**src/rtl/multi_cycle_control_fsm.sv**
```systemverilog
// Control sequencer for a multi-cycle RV32I datapath: walks IF/ID/EX/MEM/WB
// per instruction and emits per-cycle enables and mux selects.
module multi_cycle_control_fsm #(
  parameter int XLEN     = 32,
  parameter int MAX_WAIT = 0
) (
  input  logic            clk,
  input  logic            reset,
  input  logic [6:0]      opcode,
  input  logic            alu_bcond,
  input  logic            halt_cond,
  input  logic            mem_ready,
  output logic            mem_req,
  output logic            mem_read,
  output logic            mem_write,
  output logic            i_or_d,
  output logic            ir_write,
  output logic            mem_to_reg,
  output logic            reg_write,
  output logic            pc_to_reg,
  output logic            alu_src_a,
  output logic            alu_src_b,
  output logic [1:0]      alu_op,
  output logic            pc_write,
  output logic            pc_sel,
  output logic            is_ecall,
  output logic            illegal_inst,
  output logic            halted,
  output logic            retire,
  output logic [XLEN-1:0] retired_count
);

  typedef enum logic [2:0] {S_IF, S_ID, S_EX, S_MEM, S_WB, S_HALT} state_t;

  localparam logic [6:0] OP_ARITH     = 7'b0110011;
  localparam logic [6:0] OP_ARITH_IMM = 7'b0010011;
  localparam logic [6:0] OP_LOAD      = 7'b0000011;
  localparam logic [6:0] OP_STORE     = 7'b0100011;
  localparam logic [6:0] OP_BRANCH    = 7'b1100011;
  localparam logic [6:0] OP_JAL       = 7'b1101111;
  localparam logic [6:0] OP_JALR      = 7'b1100111;
  localparam logic [6:0] OP_SYSTEM    = 7'b1110011;

  localparam logic [1:0] ALU_ADD = 2'b00;
  localparam logic [1:0] ALU_BR  = 2'b01;
  localparam logic [1:0] ALU_FN  = 2'b10;

  localparam bit          WAIT_EN    = (MAX_WAIT > 0);
  localparam logic [31:0] WAIT_LIMIT = WAIT_EN ? 32'(MAX_WAIT - 1) : 32'd0;

  state_t            state_q, state_d;
  logic [31:0]       wait_q, wait_d;
  logic [XLEN-1:0]   retired_count_q;
  logic              wait_expired;

  assign wait_expired  = WAIT_EN && (wait_q == WAIT_LIMIT);
  assign retired_count = retired_count_q;

  // NOTE: every output and next-state value gets a default before the case,
  // so no path through this block can infer a latch.
  always_comb begin
    state_d      = state_q;
    wait_d       = '0;
    mem_req      = 1'b0;
    mem_read     = 1'b0;
    mem_write    = 1'b0;
    i_or_d       = 1'b0;
    ir_write     = 1'b0;
    mem_to_reg   = 1'b0;
    reg_write    = 1'b0;
    pc_to_reg    = 1'b0;
    alu_src_a    = 1'b0;
    alu_src_b    = 1'b0;
    alu_op       = ALU_ADD;
    pc_write     = 1'b0;
    pc_sel       = 1'b0;
    is_ecall     = 1'b0;
    illegal_inst = 1'b0;
    halted       = 1'b0;
    retire       = 1'b0;

    // Outputs are held low while reset is asserted so an in-flight request
    // is dropped immediately rather than at the next edge.
    if (!reset) begin
      unique case (state_q)
        S_IF: begin
          mem_req  = 1'b1;
          mem_read = 1'b1;
          if (mem_ready) begin
            ir_write = 1'b1;
            state_d  = S_ID;
          end else if (wait_expired) begin
            illegal_inst = 1'b1;
            state_d      = S_HALT;
          end else begin
            wait_d = wait_q + 32'd1;
          end
        end
        S_ID: begin
          alu_src_b = 1'b1;
          unique case (opcode)
            OP_SYSTEM: begin
              is_ecall = 1'b1;
              if (halt_cond) begin
                state_d = S_HALT;
              end else begin
                pc_write = 1'b1;
                retire   = 1'b1;
                state_d  = S_IF;
              end
            end
            OP_ARITH, OP_ARITH_IMM, OP_LOAD, OP_STORE,
            OP_BRANCH, OP_JAL, OP_JALR: state_d = S_EX;
            default: begin
              illegal_inst = 1'b1;
              pc_write     = 1'b1;
              state_d      = S_IF;
            end
          endcase
        end
        S_EX: begin
          state_d = S_WB;
          unique case (opcode)
            OP_ARITH: begin
              alu_src_a = 1'b1;
              alu_op    = ALU_FN;
            end
            OP_ARITH_IMM: begin
              alu_src_a = 1'b1;
              alu_src_b = 1'b1;
              alu_op    = ALU_FN;
            end
            OP_LOAD, OP_STORE: begin
              alu_src_a = 1'b1;
              alu_src_b = 1'b1;
              state_d   = S_MEM;
            end
            OP_BRANCH: begin
              alu_src_a = 1'b1;
              alu_op    = ALU_BR;
              pc_write  = 1'b1;
              pc_sel    = alu_bcond;
              retire    = 1'b1;
              state_d   = S_IF;
            end
            OP_JAL:  alu_src_b = 1'b1;
            OP_JALR: begin
              alu_src_a = 1'b1;
              alu_src_b = 1'b1;
            end
            default: state_d = S_IF;
          endcase
        end
        S_MEM: begin
          mem_req   = 1'b1;
          i_or_d    = 1'b1;
          mem_read  = (opcode == OP_LOAD);
          mem_write = (opcode == OP_STORE);
          if (mem_ready) begin
            if (opcode == OP_STORE) begin
              pc_write = 1'b1;
              retire   = 1'b1;
              state_d  = S_IF;
            end else begin
              state_d = S_WB;
            end
          end else if (wait_expired) begin
            illegal_inst = 1'b1;
            state_d      = S_HALT;
          end else begin
            wait_d = wait_q + 32'd1;
          end
        end
        S_WB: begin
          reg_write = 1'b1;
          retire    = 1'b1;
          pc_write  = 1'b1;
          state_d   = S_IF;
          if (opcode == OP_LOAD) begin
            mem_to_reg = 1'b1;
          end else if (opcode == OP_JAL || opcode == OP_JALR) begin
            pc_to_reg = 1'b1;
            pc_sel    = 1'b1;
          end
        end
        S_HALT: halted = 1'b1;
        default: state_d = S_IF;
      endcase
    end
  end

  // NOTE: state is updated with non-blocking assignments so every register
  // samples the values from before this edge.
  always_ff @(posedge clk or posedge reset) begin
    if (reset) begin
      state_q         <= S_IF;
      wait_q          <= '0;
      retired_count_q <= '0;
    end else begin
      state_q <= state_d;
      wait_q  <= wait_d;
      if (retire) retired_count_q <= retired_count_q + 1'b1;
    end
  end

endmodule
```
**config.mk**
```make
export PLATFORM = sky130hd
export DESIGN_NAME = multi_cycle_control_fsm
export DESIGN_NICKNAME = d
export VERILOG_FILES = /design/src/rtl/multi_cycle_control_fsm.sv
export SDC_FILE = /design/constraint.sdc
export NUM_CORES = 1
export LEC_CHECK = 0
export BUFFER_PORTS_ARGS = -buffer_cell sky130_fd_sc_hd__buf_2
export CAP_MARGIN = 20
export CORE_MARGIN = 4
export CORE_UTILIZATION = 40
export DETAILED_ROUTE_END_ITERATION = 7
export SLEW_MARGIN = 40
export SYNTH_ARGS = -nofsm -noshare
export SYNTH_HDL_FRONTEND = slang
export SYNTH_SLANG_ARGS = --single-unit
```
**constraint.sdc**
```tcl
create_clock -name clk -period 2.37 [get_ports clk]
set_clock_uncertainty 0.2 [all_clocks]
set_input_delay 0.3555 -clock clk [delete_from_list [all_inputs] [get_ports clk]]
set_output_delay 0.3555 -clock clk [all_outputs]
set_load 0.01 [all_outputs]
```
==> flow_summary.json <==
{
  "crit_chain": "or4b_4 -> o31ai_4 -> nor2_4 -> nor2_4 -> or2_4 -> buf_6",
  "crit_required_ps": 1810,
  "grt_overflow": 0,
  "placed_area_um2": 2670,
  "cts-root-buf": "clkbuf_8",
  "rsz0062_at_grt": "true",
  "via_per_inst": 5.17,
  "io_buffers": 61,
  "synthToLayoutAreaGrowth_pct": 30.9,
  "slowest_stage": "or4b_4",
  "firstDrtPassIters": 4,
  "wirelength_um": 5610,
  "htreeDepth": 2,
  "first_global_vias": 1985,
  "outcome": "complete, but fails checks",
  "min_path_type": "input pin to asynchronous set/reset pin",
  "cts.hold.buffers_added": 0,
  "crit_buf_inv": 1,
  "p_leak_nw": 1.46,
  "syn_area_um2": 2230,
  "cts_made_buffers": 5,
  "netlist_instances": 238,
  "setup_viol": 1,
  "synthDistinctLibCells": 54,
  "path_class": "flip-flop to output port",
  "end_kind": "output port",
  "finalCriticalPeriod_ps": 2390,
  "yosysSeqAreaShare_pct": 39.3,
  "ios": 62,
  "worst_pin_slew_ps": 488,
  "maxCapViolations": 0,
  "violations": "setup timing",
  "cts_buffer_depth": 2,
  "gp_congestion": 0.898,
  "synth_fp_nets": 251,
  "die_w_um": 82.7,
  "ys_ff_latch": 35,
  "drive_gt1_share_pct": 38.8,
  "synth-edff-count": 0,
  "drtIter0Drc": 99,
  "relSlewSlack_pct": 67.4,
  "fin_crit_sh_pct": 101,
  "synth_most_common_cell": "dfrtp_1",
  "cp.arrival_ps": 1840,
  "cp_top_family": "simple AND/OR/NAND/NOR gates",
  "fp-row-count": 26,
  "ys_async_sr_fraction_pct": 100,
  "clk_pin_slew_ps": 70,
  "die_area_um2": 6840,
  "die_h_um": 82.7,
  "max_freq_ghz": 0.418,
  "initial_core_util_pct": 42.3,
  "grt_max_degree": 37,
  "power_w": 0.00129,
  "antenna_cells": 0,
  "layout.nets": 334,
  "ant_nets": 0,
  "antenna_found_initial": 0,
  "cts_tree": "yes",
  "insertion_delay_ps": 280,
  "grt_usage_pct": 17.2,
  "start_kind": "flip-flop",
  "core_area_um2": 5270,
  "synth_area_leaders": "dfrtp_1, xor2_1, nor3_1",
  "syn_area_per_cell_um2": 9.37,
  "ys.flop_type": "dfrtp_1",
  "cp_max_fo": 3,
  "drv_slew": 0,
  "cts.sinks": 35,
  "grt_pass1_wl_um": 9110,
  "ys.warnings.count": 0,
  "hold_viol": 0,
  "cpPeakStageDelay_ps": 530,
  "hpwl_um": 4200,
  "wire_per_inst_um": 14.3,
  "ir_drop_mv": 0.188,
  "crit_path_frequent_cell": "nor2_4",
  "nFillCells": 521,
  "synth_top_area_cell": "dfrtp_1",
  "cellPowerDensity_nw_per_um2": 441,
  "fin_area_um2": 2920,
  "netlist.area_leader.share_pct": 39.3,
  "num_vias": 2028,
  "drc": 0,
  "fin_ws_ps": -22.1,
  "yosys-top-cells-count": "dfrtp_1, xor2_1, nor2_1, nor3_1, nand2_1"
}
## layer usage
metal | global-route usage, % | routed length (µm) | up-vias
met5 | 0 | 0 | -
met4 | 6.54 | 99 | 0
met3 | 2.60 | 235 | 10
met2 | 28.8 | 2740 | 46
met1 | 22.1 | 2530 | 964
li1 | - | - | 1008
## sequential cells by signal, indices dropped and copies added (netlist names)
register and flops:
retired_count 32, state_q 3
## through the flow
step	utilization [%]	setup TNS [ps]	worst slack [ps]	hold slack, ps	std cells
2_1_floorplan	-	0	42.0	304	238
4_1_cts	53.3	-223	-109	102	386
3_5_place_dp	50.7	0	31.5	273	375
6_report	55.4	-22.1	-22.1	93.8	392
3_3_place_gp	50.7	0	78.2	270	375
5_1_grt	55.4	-120	-98.9	142	392
## placed cells by master, fill, tap and decap left out, types with 3 or more instances in the layout
cell / n
buf_2: 59
dfrtp_1: 34
xor2_1: 26
buf_4: 22
nor2_1: 19
nor3_1: 19
nand2_1: 17
nand3_1: 14
inv_1: 7
a21oi_1: 7
nor3_2: 6
and3_1: 6
nand4_1: 5
xnor2_1: 5
o21ai_0: 5
clkbuf_8: 5
buf_6: 5
and4_1: 3
nor2b_1: 3
or3_1: 3
## worst reg2reg max path: cells and delay by family (launching register included)
kind | cells | cell delay [ps]
AO/OA/AOI/OAI | 2 | 380
XOR/XNOR | 1 | 170
buffers and inverters | 1 | 170
flip-flops | 1 | 400
AND/OR/NAND/NOR | 2 | 880
## logic make-up (layout without fill, tap and decap cells)
logic type / Yosys count / after routing / synth area share [%]
fa+ha+maj: 1 / 1 / 0.561
simple gates: 127 / 127 / 34.7
buf+inv: 19 / 103 / 4.94
compound gates: 24 / 24 / 7.91
xor+xnor: 31 / 31 / 12.2
mux: 1 / 1 / 0.505
flops: 35 / 35 / 39.3
## cell type report
type	instances	area (µm²)	area share, %
repair buffers	86	517	17.7
clock inverters	1	5.00	0.171
multi-input cells	184	1320	45.2
well taps	70	87.6	3.00
flip-flops and latches	35	877	30.0
inverters	9	37.5	1.29
clock buffers	7	76.3	2.61
## final timing paths
check | startpoint | endpoint | slack (ps) | cells past startpoint
max | state_q[1] | pc_write | -20 | 6
max in group asynchronous | reset | state_q[0] | 1520 | 3
min in group clk | reset | state_q[2] | 210 | 2
min reg2reg | retired_count[13] | retired_count[13] | 290 | 1
max reg2reg | state_q[1] | retired_count[21] | 90 | 6
min | reset | retired_count[3] | 90 | 3
## repair_timing
| item | 4_1_cts | 5_1_grt |
|---|---|---|
| resized for setup | 8 | 13 |
| pin swaps | 6 | 9 |
| buffers inserted | 3 | 6 |
| endpoints found under the setup margin | 3 | 20 |
| hold endpoints to repair | 0 | 0 |
## where the power goes
part / internal [W] / switching (W)
sequential: 0.000614 / 0.0000229
combinational: 0.000102 / 0.000135
clock: 0.000206 / 0.000207
(Power assumes the default switching activity.)
